===== src/rtl/x_stage_md_pkg.sv =====
// x_stage_md_pkg: shared types for the execute stage and its iterative mul/div unit.
package x_stage_md_pkg;
   localparam int CORE_N_BITS = 32;
   typedef enum logic [3:0] {
      ALU_ADD, ALU_SUB, ALU_AND, ALU_OR, ALU_XOR,
      ALU_SLL, ALU_SRL, ALU_SRA, ALU_SLT, ALU_SLTU
   } alu_op_t;
   typedef enum logic [2:0] {
      MD_MUL, MD_MULH, MD_MULHSU, MD_MULHU, MD_DIV, MD_DIVU, MD_REM, MD_REMU
   } md_op_t;
   typedef enum logic [1:0] {RES_ALU, RES_PC4, RES_MD} x_res_sel_t;
   typedef enum logic [1:0] {MD_IDLE, MD_BUSY, MD_DONE} md_state_t;
   typedef struct packed {
      logic       we;
      logic [4:0] rd;
   } rf_ctrl_t;
   function automatic logic signed_a(md_op_t op);
      return op inside {MD_MULH, MD_MULHSU, MD_DIV, MD_REM};
   endfunction
   function automatic logic signed_b(md_op_t op);
      return op inside {MD_MULH, MD_DIV, MD_REM};
   endfunction
endpackage


===== src/rtl/x_stage_md_if.sv =====
// x_stage_md_if: D-stage operands/control into X and the X result bundle toward M.
interface x_stage_md_if
   import x_stage_md_pkg::*;
#(
   parameter int N_BITS = CORE_N_BITS
) ();
   logic              valid_in;
   alu_op_t           alu_op_nxt;
   logic              md_en_nxt;
   md_op_t            md_op_nxt;
   x_res_sel_t        res_sel_nxt;
   rf_ctrl_t          rf_ctrl_pkt_in;
   logic [N_BITS-1:0] op1_nxt;
   logic [N_BITS-1:0] op2_nxt;
   logic [N_BITS-1:0] pc_plus4_in;
   logic [N_BITS-1:0] branch_tgt_in;
   logic              flush;
   logic              stall_in;
   logic              valid_out;
   rf_ctrl_t          rf_ctrl_pkt_out;
   logic [N_BITS-1:0] branch_tgt;
   logic [N_BITS-1:0] data_out;
   logic              stall;
   modport master (
      output valid_in, alu_op_nxt, md_en_nxt, md_op_nxt, res_sel_nxt, rf_ctrl_pkt_in,
             op1_nxt, op2_nxt, pc_plus4_in, branch_tgt_in, flush, stall_in,
      input  valid_out, rf_ctrl_pkt_out, branch_tgt, data_out, stall
   );
   modport slave (
      input  valid_in, alu_op_nxt, md_en_nxt, md_op_nxt, res_sel_nxt, rf_ctrl_pkt_in,
             op1_nxt, op2_nxt, pc_plus4_in, branch_tgt_in, flush, stall_in,
      output valid_out, rf_ctrl_pkt_out, branch_tgt, data_out, stall
   );
endinterface


===== src/rtl/alu.sv =====
// alu: single-cycle integer ALU for the execute stage.
module alu
   import x_stage_md_pkg::*;
#(
   parameter int N_BITS = CORE_N_BITS
) (
   input  alu_op_t           op,
   input  logic [N_BITS-1:0] a,
   input  logic [N_BITS-1:0] b,
   output logic [N_BITS-1:0] y
);
   localparam int SW = $clog2(N_BITS);
   logic [SW-1:0] sh;
   assign sh = b[SW-1:0];
   always_comb begin
      y = '0;
      case (op)
         ALU_ADD:  y = a + b;
         ALU_SUB:  y = a - b;
         ALU_AND:  y = a & b;
         ALU_OR:   y = a | b;
         ALU_XOR:  y = a ^ b;
         ALU_SLL:  y = a << sh;
         ALU_SRL:  y = a >> sh;
         ALU_SRA:  y = $signed(a) >>> sh;
         ALU_SLT:  y = {{(N_BITS-1){1'b0}}, $signed(a) < $signed(b)};
         ALU_SLTU: y = {{(N_BITS-1){1'b0}}, a < b};
         default:  y = '0;
      endcase
   end
endmodule


===== src/rtl/dl_reg_en_rst.sv =====
// dl_reg_en_rst: enabled pipeline register with asynchronous active-low clear.
module dl_reg_en_rst #(
   parameter int W = 1
) (
   input  logic         clk,
   input  logic         rst_n,
   input  logic         en,
   input  logic [W-1:0] d,
   output logic [W-1:0] q
);
   always_ff @(posedge clk or negedge rst_n)
      if (!rst_n) q <= '0;
      else if (en) q <= d;
endmodule


===== src/rtl/x_stage_md_muldiv.sv =====
// x_muldiv_iter: radix-2 iterative multiply / restoring divide on operand magnitudes,
// with a sign fixup folded into the final iteration.
module x_muldiv_iter
   import x_stage_md_pkg::*;
#(
   parameter int N_BITS = CORE_N_BITS
) (
   input  logic              clk,
   input  logic              rst_n,
   input  logic              start,
   input  logic              kill,
   input  logic              advance,
   input  md_op_t            op,
   input  logic [N_BITS-1:0] a,
   input  logic [N_BITS-1:0] b,
   output logic              busy,
   output logic              done,
   output logic [N_BITS-1:0] result
);
   localparam int CW = $clog2(N_BITS);
   md_state_t state, state_nxt;
   md_op_t op_q;
   logic [CW-1:0] count;
   logic [2*N_BITS-1:0] acc, acc_step, prod;
   logic [N_BITS-1:0] m, a_q, mag_a, mag_b, q_fix, r_fix, fix_res;
   logic [N_BITS:0] sum, rem_sh, diff;
   logic sa, sb, neg_q, neg_r, dz, last, load;
   assign sa = a[N_BITS-1] & signed_a(op);
   assign sb = b[N_BITS-1] & signed_b(op);
   assign mag_a = sa ? -a : a;
   assign mag_b = sb ? -b : b;
   assign last = count == CW'(N_BITS - 1);
   assign load = state == MD_IDLE && start && !kill;
   assign busy = state == MD_BUSY;
   assign done = state == MD_DONE;
   always_ff @(posedge clk or negedge rst_n)
      if (!rst_n) state <= MD_IDLE;
      else state <= state_nxt;
   always_comb begin
      state_nxt = kill ? MD_IDLE :
                  (state == MD_IDLE && start)   ? MD_BUSY :
                  (state == MD_BUSY && last)    ? MD_DONE :
                  (state == MD_DONE && advance) ? MD_IDLE : state;
   end
   // acc is {hi, lo} of the product while multiplying, {remainder, quotient} while dividing
   assign sum = {1'b0, acc[2*N_BITS-1:N_BITS]} + (acc[0] ? {1'b0, m} : '0);
   assign rem_sh = acc[2*N_BITS-1:N_BITS-1];
   assign diff = rem_sh - {1'b0, m};
   assign acc_step = !op_q[2]       ? {sum, acc[N_BITS-1:1]} :
                     diff[N_BITS]   ? {rem_sh[N_BITS-1:0], acc[N_BITS-2:0], 1'b0} :
                                      {diff[N_BITS-1:0], acc[N_BITS-2:0], 1'b1};
   assign prod = neg_q ? -acc_step : acc_step;
   assign q_fix = neg_q ? -acc_step[N_BITS-1:0] : acc_step[N_BITS-1:0];
   assign r_fix = neg_r ? -acc_step[2*N_BITS-1:N_BITS] : acc_step[2*N_BITS-1:N_BITS];
   // divide by zero bypasses the sign fixup; signed overflow falls out of the magnitudes
   assign fix_res = !op_q[2] ? (op_q == MD_MUL ? prod[N_BITS-1:0] : prod[2*N_BITS-1:N_BITS]) :
                    op_q[1]  ? (dz ? a_q : r_fix) : (dz ? '1 : q_fix);
   always_ff @(posedge clk or negedge rst_n)
      if (!rst_n) begin
         op_q <= MD_MUL;
         {count, acc, m, a_q, neg_q, neg_r, dz, result} <= '0;
      end else if (load) begin
         op_q  <= op;
         count <= '0;
         acc   <= {{N_BITS{1'b0}}, op[2] ? mag_a : mag_b};
         m     <= op[2] ? mag_b : mag_a;
         a_q   <= a;
         neg_q <= sa ^ sb;
         neg_r <= sa;
         dz    <= b == '0;
      end else if (busy && !kill) begin
         acc   <= acc_step;
         count <= count + 1'b1;
         if (last) result <= fix_res;
      end
endmodule


===== src/rtl/x_stage_md.sv =====
// x_stage_md: execute stage registering D-stage operands, with single-cycle ALU results
// and an iterative mul/div that holds the pipe through a local stall.
module x_stage_md
   import x_stage_md_pkg::*;
#(
   parameter int N_BITS = CORE_N_BITS,
   parameter bit MD_EN  = 1'b1
) (
   input logic         clk,
   input logic         rst_n,
   x_stage_md_if.slave x
);
   localparam int RW = 4*N_BITS + $bits(alu_op_t) + 1 + $bits(md_op_t) + $bits(x_res_sel_t) + $bits(rf_ctrl_t);
   logic [RW-1:0] d, q;
   logic en, valid, md_en, md_req, local_stall;
   logic [N_BITS-1:0] op1, op2, pc_plus4, alu_out, md_result;
   logic [$bits(alu_op_t)-1:0] alu_op;
   logic [$bits(md_op_t)-1:0] md_op;
   logic [$bits(x_res_sel_t)-1:0] res_sel;
   assign en = ~x.stall;
   assign d = {x.op1_nxt, x.op2_nxt, x.pc_plus4_in, x.branch_tgt_in, x.alu_op_nxt,
               x.md_en_nxt, x.md_op_nxt, x.res_sel_nxt, x.rf_ctrl_pkt_in};
   assign {op1, op2, pc_plus4, x.branch_tgt, alu_op, md_en, md_op, res_sel, x.rf_ctrl_pkt_out} = q;
   dl_reg_en_rst #(.W(RW)) u_regs (.clk(clk), .rst_n(rst_n), .en(en), .d(d), .q(q));
   // flush clears valid even while the stage is stalled
   dl_reg_en_rst #(.W(1)) u_valid (
      .clk(clk), .rst_n(rst_n), .en(en | x.flush), .d(x.valid_in & ~x.flush), .q(valid)
   );
   alu #(.N_BITS(N_BITS)) u_alu (.op(alu_op_t'(alu_op)), .a(op1), .b(op2), .y(alu_out));
   assign md_req = valid & md_en;
   if (MD_EN) begin : g_md
      logic md_busy, md_done;
      x_muldiv_iter #(.N_BITS(N_BITS)) u_md (
         .clk(clk), .rst_n(rst_n), .start(md_req), .kill(x.flush), .advance(~x.stall_in),
         .op(md_op_t'(md_op)), .a(op1), .b(op2), .busy(md_busy), .done(md_done), .result(md_result)
      );
      assign local_stall = md_busy | (md_req & ~md_done);
   end else begin : g_no_md
      assign md_result = '0;
      assign local_stall = 1'b0;
   end
   assign x.valid_out = valid;
   assign x.stall = x.stall_in | local_stall;
   assign x.data_out = res_sel == RES_PC4 ? pc_plus4 : res_sel == RES_MD ? md_result : alu_out;
endmodule


===== src/flat_wrapper.sv =====
// flat-port wrapper written by rule: the top's interface ports become plain ports
module x_stage_md_flat import x_stage_md_pkg::*;
#(
   parameter int N_BITS = CORE_N_BITS,
   parameter bit MD_EN  = 1'b1
)
  (clk, rst_n, x_valid_in, x_alu_op_nxt, x_md_en_nxt, x_md_op_nxt, x_res_sel_nxt, x_rf_ctrl_pkt_in, x_op1_nxt, x_op2_nxt, x_pc_plus4_in, x_branch_tgt_in, x_flush, x_stall_in, x_valid_out, x_rf_ctrl_pkt_out, x_branch_tgt, x_data_out, x_stall);
  x_stage_md_if #(.N_BITS(N_BITS)) x_i ();
  input logic clk;
  input logic rst_n;
  input wire logic [$bits(x_i.valid_in)-1:0] x_valid_in;
  input wire logic [$bits(x_i.alu_op_nxt)-1:0] x_alu_op_nxt;
  input wire logic [$bits(x_i.md_en_nxt)-1:0] x_md_en_nxt;
  input wire logic [$bits(x_i.md_op_nxt)-1:0] x_md_op_nxt;
  input wire logic [$bits(x_i.res_sel_nxt)-1:0] x_res_sel_nxt;
  input wire logic [$bits(x_i.rf_ctrl_pkt_in)-1:0] x_rf_ctrl_pkt_in;
  input wire logic [$bits(x_i.op1_nxt)-1:0] x_op1_nxt;
  input wire logic [$bits(x_i.op2_nxt)-1:0] x_op2_nxt;
  input wire logic [$bits(x_i.pc_plus4_in)-1:0] x_pc_plus4_in;
  input wire logic [$bits(x_i.branch_tgt_in)-1:0] x_branch_tgt_in;
  input wire logic [$bits(x_i.flush)-1:0] x_flush;
  input wire logic [$bits(x_i.stall_in)-1:0] x_stall_in;
  output wire logic [$bits(x_i.valid_out)-1:0] x_valid_out;
  output wire logic [$bits(x_i.rf_ctrl_pkt_out)-1:0] x_rf_ctrl_pkt_out;
  output wire logic [$bits(x_i.branch_tgt)-1:0] x_branch_tgt;
  output wire logic [$bits(x_i.data_out)-1:0] x_data_out;
  output wire logic [$bits(x_i.stall)-1:0] x_stall;
  assign x_i.valid_in = x_valid_in;
  assign x_i.alu_op_nxt = x_alu_op_nxt;
  assign x_i.md_en_nxt = x_md_en_nxt;
  assign x_i.md_op_nxt = x_md_op_nxt;
  assign x_i.res_sel_nxt = x_res_sel_nxt;
  assign x_i.rf_ctrl_pkt_in = x_rf_ctrl_pkt_in;
  assign x_i.op1_nxt = x_op1_nxt;
  assign x_i.op2_nxt = x_op2_nxt;
  assign x_i.pc_plus4_in = x_pc_plus4_in;
  assign x_i.branch_tgt_in = x_branch_tgt_in;
  assign x_i.flush = x_flush;
  assign x_i.stall_in = x_stall_in;
  assign x_valid_out = x_i.valid_out;
  assign x_rf_ctrl_pkt_out = x_i.rf_ctrl_pkt_out;
  assign x_branch_tgt = x_i.branch_tgt;
  assign x_data_out = x_i.data_out;
  assign x_stall = x_i.stall;
  x_stage_md #(.N_BITS(N_BITS), .MD_EN(MD_EN)) u_core (.clk(clk), .rst_n(rst_n), .x(x_i));
endmodule

===== config.mk =====
export PLATFORM = sky130hd
export DESIGN_NAME = x_stage_md_flat
export DESIGN_NICKNAME = d
export VERILOG_FILES = /design/src/rtl/x_stage_md_pkg.sv /design/src/rtl/x_stage_md_if.sv /design/src/rtl/alu.sv /design/src/rtl/dl_reg_en_rst.sv /design/src/rtl/x_stage_md_muldiv.sv /design/src/rtl/x_stage_md.sv /design/src/flat_wrapper.sv
export SDC_FILE = /design/constraint.sdc
export NUM_CORES = 2
export LEC_CHECK = 0
export CAP_MARGIN = 20
export CORE_UTILIZATION = 50
export DETAILED_ROUTE_END_ITERATION = 7
export HOLD_SLACK_MARGIN = 0.06
export PLACE_DENSITY = 0.7
export SLEW_MARGIN = 20
export SYNTH_ARGS = -nofsm -noshare
export SYNTH_HDL_FRONTEND = slang
export SYNTH_SLANG_ARGS = --single-unit

===== constraint.sdc =====
create_clock -name clk -period 6.7 [get_ports clk]
set_input_delay 1.34 -clock clk [delete_from_list [all_inputs] [get_ports clk]]
set_output_delay 1.34 -clock clk [all_outputs]
set_load 0.01 [all_outputs]

### Yosys cells after proc, flatten, opt, wreduce, memory -nomap -nowiden

Cells that the tools add are included.

| storage, ports and cells | value |
|---|---|
| output and inout bits | 72 |
| input bits | 149 |
| bits in registers | 318 |

| cells by class | value |
|---|---|
| reductions and logical operators | 15 |
| shift operators | 3 |
| equality and inequality tests | 18 |
| order comparisons | 2 |
| bitwise gates (word level) | 17 |
| muxes and demuxes | 26 |
| $add $sub $neg | 10 |

Operator list:

| kind | number |
|---|---|
| two-way mux 32 bit | 14 |
| two-way mux 64 bit | 5 |
| case mux 32 bit (10 select lines) | 1 |
| negator 32 bit | 4 |
| less-than comparator 32 bit | 2 |
| negator 64 bit | 1 |
| adder 32 x 32 -> 33 bit | 1 |
| subtractor 33 x 32 -> 33 bit | 1 |
| adder 32 bit | 1 |
| AND 32 bit | 1 |
| zero test 32 bit | 1 |
| OR 32 bit | 1 |
| << shifter 32 x 5 -> 32 bit | 1 |
| >> shifter 32 x 5 -> 32 bit | 1 |
| >>> shifter 32 x 5 -> 32 bit | 1 |
| subtractor 32 bit | 1 |
| bitwise XOR 32 bit | 1 |
| equality test 4 x 3 -> 1 bit, second input constant | 4 |
| two-way mux 5 bit | 2 |
| equality test 4 x 2 -> 1 bit, second input constant | 2 |
| equality test 4 bit, second input constant | 2 |
| two-way mux 2 bit | 4 |
| nonzero test 4 bit | 2 |
| equality test 3 bit, second input constant | 2 |
| other kinds (19) | 35 |

### Depth between registers and ports, before layout

| logic depth | value |
|---|---|
| depth in word-level cells | 8 |
| gate-level depth with buffers | 27 |
| depth with buffers taken out | 26 |

### Modules after synthesis

Synthesis repeated with hierarchy kept, for this count alone.

| second synthesis, totals | value |
|---|---|
| cell total of the unflattened synthesis | 4,026 |
| area, all modules | 32,720.1 um2 |

By module, submodules not included:

| module | times used | area an instance (um2) | cells an instance |
|---|---|---|---|
| x_muldiv_iter | 1 | 17,459.2 | 2,358 |
| alu | 1 | 8,513.2 | 1,247 |
| dl_reg_en_rst at u_core.u_regs | 1 | 5,580.4 | 304 |
| x_stage_md | 1 | 1,127.3 | 115 |
| dl_reg_en_rst at u_core.u_valid | 1 | 40.0 | 2 |

### Least setup slack after synthesis

No wires, ideal clock.

| timing path | value |
|---|---|
| path kind | reg2out |
| start point | register u_core.u_regs.q[82] |
| end point | output x_data_out[29] |
| arrival | 4,905 ps |
| stages on the path, launching flop included | 21 |
| data required time | 5,360 ps |
| path buffers | 5 |
| slack | 455 ps |
| cell sequence | dfrtp_1 -> clkbuf_1 -> clkinv_1 -> buf_1 -> buf_1 -> clkbuf_1 -> buf_1 -> ha_1 -> a21o_1 -> a21oi_1 -> o21ai_0 -> a21boi_0 -> o2111ai_1 -> a41o_1 -> a211oi_1 -> o21bai_1 -> a211oi_1 -> a221oi_1 -> o311ai_0 -> o221ai_1 -> nand2_1 |

| on the way | value |
|---|---|
| longest elaborated chain between the ends | 4 |
| elaborated cells between the ends (all ways) | 8 |

Ends and longest elaborated chain:

| element | line | RTL |
|---|---|---|
| from (decl) | dl_reg_en_rst.sv:9 | `output logic [W-1:0] q` |
| from (signal assigned) | dl_reg_en_rst.sv:12 | `if (!rst_n) q <= '0;` |
| from (signal assigned) | dl_reg_en_rst.sv:13 | `else if (en) q <= d;` |
| subtractor 32 bit (tied with other cells) | alu.sv:19 | `ALU_SUB: y = a - b;` |
| case mux 32 bit (10 select lines) (*) | alu.sv:17 | `case (op)` |
| two-way mux 32 bit (*) (2 in a row) | x_stage_md.sv:44 | `assign x.data_out = res_sel == RES_PC4 ? pc_plus4 : res_sel == RES_MD ? md_result : alu_out;` |
| to (decl) | flat_wrapper.sv:26 | `output wire logic [$bits(x_i.data_out)-1:0] x_data_out;` |

Mark *: on every way between the ends. The rest lies on a longest branch, timed or not.

### Worst setup path after layout

| timing path | value |
|---|---|
| start point | register u_core.u_regs.q[120] |
| end point | output x_data_out[30] |

Same word-level chain as after synthesis.

==> impl_metrics.json <==
{
  "synth-simple-area-share": 0.1730,
  "rsz0062_at_grt": "no",
  "ant_nets": 0,
  "yosys-top-cells-area": "dfrtp_1 26%, o21ai_0 7.9%, ha_1 6.8%",
  "routed-wl-met3_um": 14820,
  "power_density_nw_per_um2": 445.4,
  "grt.overflow.total": 0,
  "clock_path_buffers": 3,
  "p_int_uw": 7549,
  "start_util": 0.5072,
  "synth_xor_area_frac": 0.06042,
  "criticalPathCategory": "reg -> out",
  "vdd_ir_drop_max_mv": 0.2449,
  "top_layer": "met5",
  "final.setup.tns_ns": 0,
  "drt-initial-drc-count": 4444,
  "async_reset_ff_frac": 1.000,
  "required_ns": 5.36,
  "cap_violations": 0,
  "grt_usage": 0.4182,
  "synth_top_cell_by_area": "dfrtp_1",
  "syn_inst": 3978,
  "clock-sinks": 318,
  "synth_top_area_frac": 0.2589,
  "critical_path.cell_chain": "inv_1 > ha_1 > o21ai_0 > a21oi_1 > a211oi_2 > nor2_1 > a31oi_2 > a21oi_2 > a31oi_2 > o31a_1 > o31ai_1 > mux2i_1 > a21oi_1 > o31ai_1 > clkdlybuf4s50_1",
  "grt_pass1_wl_um": 197200,
  "io-pin-count": 221,
  "path_max_fanout": 10,
  "num-nets-final": 4387,
  "syn_to_final_growth_pct": 14.47,
  "wl_per_cell_um": 27.28,
  "core.rowCount": 90,
  "slew_headroom": 0.2123,
  "start_kind": "flop",
  "hp-class": "reg -> reg",
  "wl_met1_um": 56150,
  "synth-main-ff-cell": "dfrtp_1",
  "insertion_delay_ns": 0.59,
  "coreArea_um2": 60580,
  "dp_hpwl_um": 103100,
  "max_freq_mhz": 150.9,
  "slowest_delay_ns": 0.64,
  "finalMaxSlewViolations": 0,
  "cp_top_family": "compound AO/OA/AOI/OAI gates",
  "route.detailed.drc": 0,
  "switching_share": 0.5182,
  "path_clk_slew_ns": 0.06,
  "switching_power_uw": 8120,
  "worst_slew_pin_slew_ns": 1.172,
  "grt_max_degree": 128,
  "finClkSkew_ns": 0.01985,
  "synth_compound_area_frac": 0.2831,
  "endpoint_kind": "output pin",
  "slowest_stage": "clkdlybuf4s50_1",
  "seqPwrFrac": 0.202,
  "crit_arrival_ns": 5.29,
  "syn_area_per_cell_um2": 7.725,
  "clk_root_buffer_cell": "clkbuf_16",
  "ys_warn_count": 0,
  "synth_nets": 4298,
  "wl_um": 133100,
  "drive_above_1_share": 0.09822,
  "timing.final.crit_share": 0.9888,
  "vias_per_cell": 6.642,
  "cts_max_level": 2,
  "die_h_um": 249.9,
  "synth_mux_area_frac": 0.08758,
  "yosysUniqueCellTypes": 102,
  "leakage_uw": 0.01471,
  "synth_top_family_by_area": "compound AO/OA/AOI/OAI gates",
  "io_buffers": 220,
  "min_period_ns": 6.625,
  "wl_met2_um": 55190,
  "via_count": 32411,
  "status": "complete, no violations",
  "fin_util": 0.5807,
  "ys_ff_latch": 318,
  "comb_power_share": 0.651,
  "hold_buffers": 0,
  "antenna_found_initial": 5,
  "finalHoldViolations": 0,
  "cts_buffers": 40,
  "syn_area_um2": 30730,
  "grt_pass1_vias": 29785,
  "path_buf_inv": 2,
  "synthAdderAreaFrac": 0.07060,
  "place.gp.congestion": 1.077,
  "synth-edff-count": 0,
  "cts_tree": "done",
  "p_clk_frac": 0.147,
  "die_w_um": 249.9,
  "die_area_um2": 62460,
  "seq_area_frac_synth": 0.2589,
  "drtPass1Iterations": 6,
  "setup_violations": 0
}
[sequential cells by signal, summed over array words and instances (netlist names)]
signal / cells
u_core.g_md.u_md.count: 5
u_core.g_md.u_md.m: 32
u_core.g_md.u_md.neg_r: 1
u_core.g_md.u_md.dz: 1
u_core.g_md.u_md.result: 32
u_core.g_md.u_md.op_q: 3
u_core.g_md.u_md.acc: 64
u_core.g_md.u_md.a_q: 32
u_core.u_regs.q: 144
u_core.g_md.u_md.state: 2
u_core.g_md.u_md.neg_q: 1
u_core.u_valid.q: 1
[worst paths after layout]
check / startpoint / endpoint / slack (ns) / depth (start not counted)
max: u_core.u_regs.q[120] / x_data_out[30] / 0.07 / 15
min: u_core.g_md.u_md.a_q[19] / u_core.g_md.u_md.a_q[19] / 0.49 / 2
max reg2reg: u_core.g_md.u_md.acc[31] / u_core.g_md.u_md.result[30] / 0.42 / 28
min reg2reg: u_core.g_md.u_md.a_q[19] / u_core.g_md.u_md.a_q[19] / 0.49 / 2
max in group asynchronous: rst_n / u_core.u_regs.q[123] / 4.62 / 2
min in group asynchronous: rst_n / u_core.u_regs.q[64] / 0.72 / 1
[power by group through the flow]
stage,clock network (uW),logic (uW),registers [uW]
finish,2310,10200,3160
global route,2380,10900,3210
CTS,2320,9840,3120
detailed placement,0,9780,3150
global placement,0,9750,3140
floorplan,0,6970,2800
[area by class of cell]
class | instances | area [um^2]
timing repair buffer | 362 | 3323
antenna | 5 | 12.51
inverter | 183 | 686.9
clock buffer | 59 | 1174
sequential | 318 | 7974
clock inverter | 9 | 152.6
fill | 5759 | 25400
tap | 782 | 978.4
multi-input combinational | 3162 | 20880
[worst register-to-register path, delay by kind of cell (launching register included)]
family,cells,cell delay [ns]
compound gates,10,2.40
xor+xnor,1,0.16
fa+ha+maj,3,0.91
buf+inv,6,0.90
flops,1,0.40
simple gates,8,1.40
[timing repair]
item | in CTS | in global routing
gates resized for setup | 5 | 24
pin swaps | 0 | 5
endpoints found under the setup margin | 7 | 16
setup buffers | 0 | 1
[cell usage after synthesis (all sizes together) (13+ instances only)]
cell type and n:
nor2 282, o21ai 490, or2 16, mux2 87, o21bai 20, o21a 14, dfrtp 318, nand4 26
a21oi 278, clkbuf 225, a31oi 33, a211oi 59, mux4 20, nor3 69, xor2 55, or3 29
o22ai 29, o221ai 25, o41ai 13, nand2b 25, buf 90, nand3 83, a22oi 27, o31ai 42
a221o 21, xnor2 157, inv 177, and2 48, a211o 13, nand2 533, a21o 50, o211ai 101
nor4 22, mux2i 126, a221oi 26, ha 167
[per-layer routing]
| layer | GRT usage | vias to the layer above |
|---|---|---|
| li1 | - | 14537 |
| met1 | 0.5907 | 15611 |
| met2 | 0.6030 | 1956 |
| met3 | 0.09512 | 305 |
| met4 | 0.1896 | 2 |
| met5 | 0 | - |
[through the flow]
| step | setup slack (ns) | power, uW | cell area, um^2 | cells | hold slack, ns |
|---|---|---|---|---|---|
| floorplan | 0.4546 | 9765 | 30730 | 3978 | 0.4431 |
| CTS | 0.0001261 | 15280 | 35070 | 4874 | 0.4945 |
| global route | 0.001142 | 16520 | 35170 | 4875 | 0.5176 |
| finish | 0.07475 | 15670 | 35180 | 4880 | 0.4921 |
| detailed placement | 0.3764 | 12930 | 33730 | 4806 | 0.4816 |
| global placement | 0.4734 | 12890 | 33730 | 4806 | 0.4639 |
[layout by cell type, fill, tap and decap left out, drive strengths merged, types with 143 or more instances in the layout]
| cell | n |
|---|---|
| nand2 | 533 |
| o21ai | 490 |
| dfrtp | 318 |
| nor2 | 282 |
| a21oi | 278 |
| clkdlybuf4s50 | 219 |
| inv | 180 |
| ha | 167 |
| xnor2 | 157 |
| buf | 143 |
[kinds of logic (layout without fill, tap and decap cells)]
logic type	after synthesis	after routing
multiplexers	233	233
buffers and inverters	498	613
adder cells (fa/ha/maj)	171	171
AND/OR/NAND/NOR	1189	1189
AO/OA/AOI/OAI	1357	1357
XOR/XNOR	212	212
flip-flops	318	318
other	0	5
Note: power is estimated with default switching activity, not from simulation.
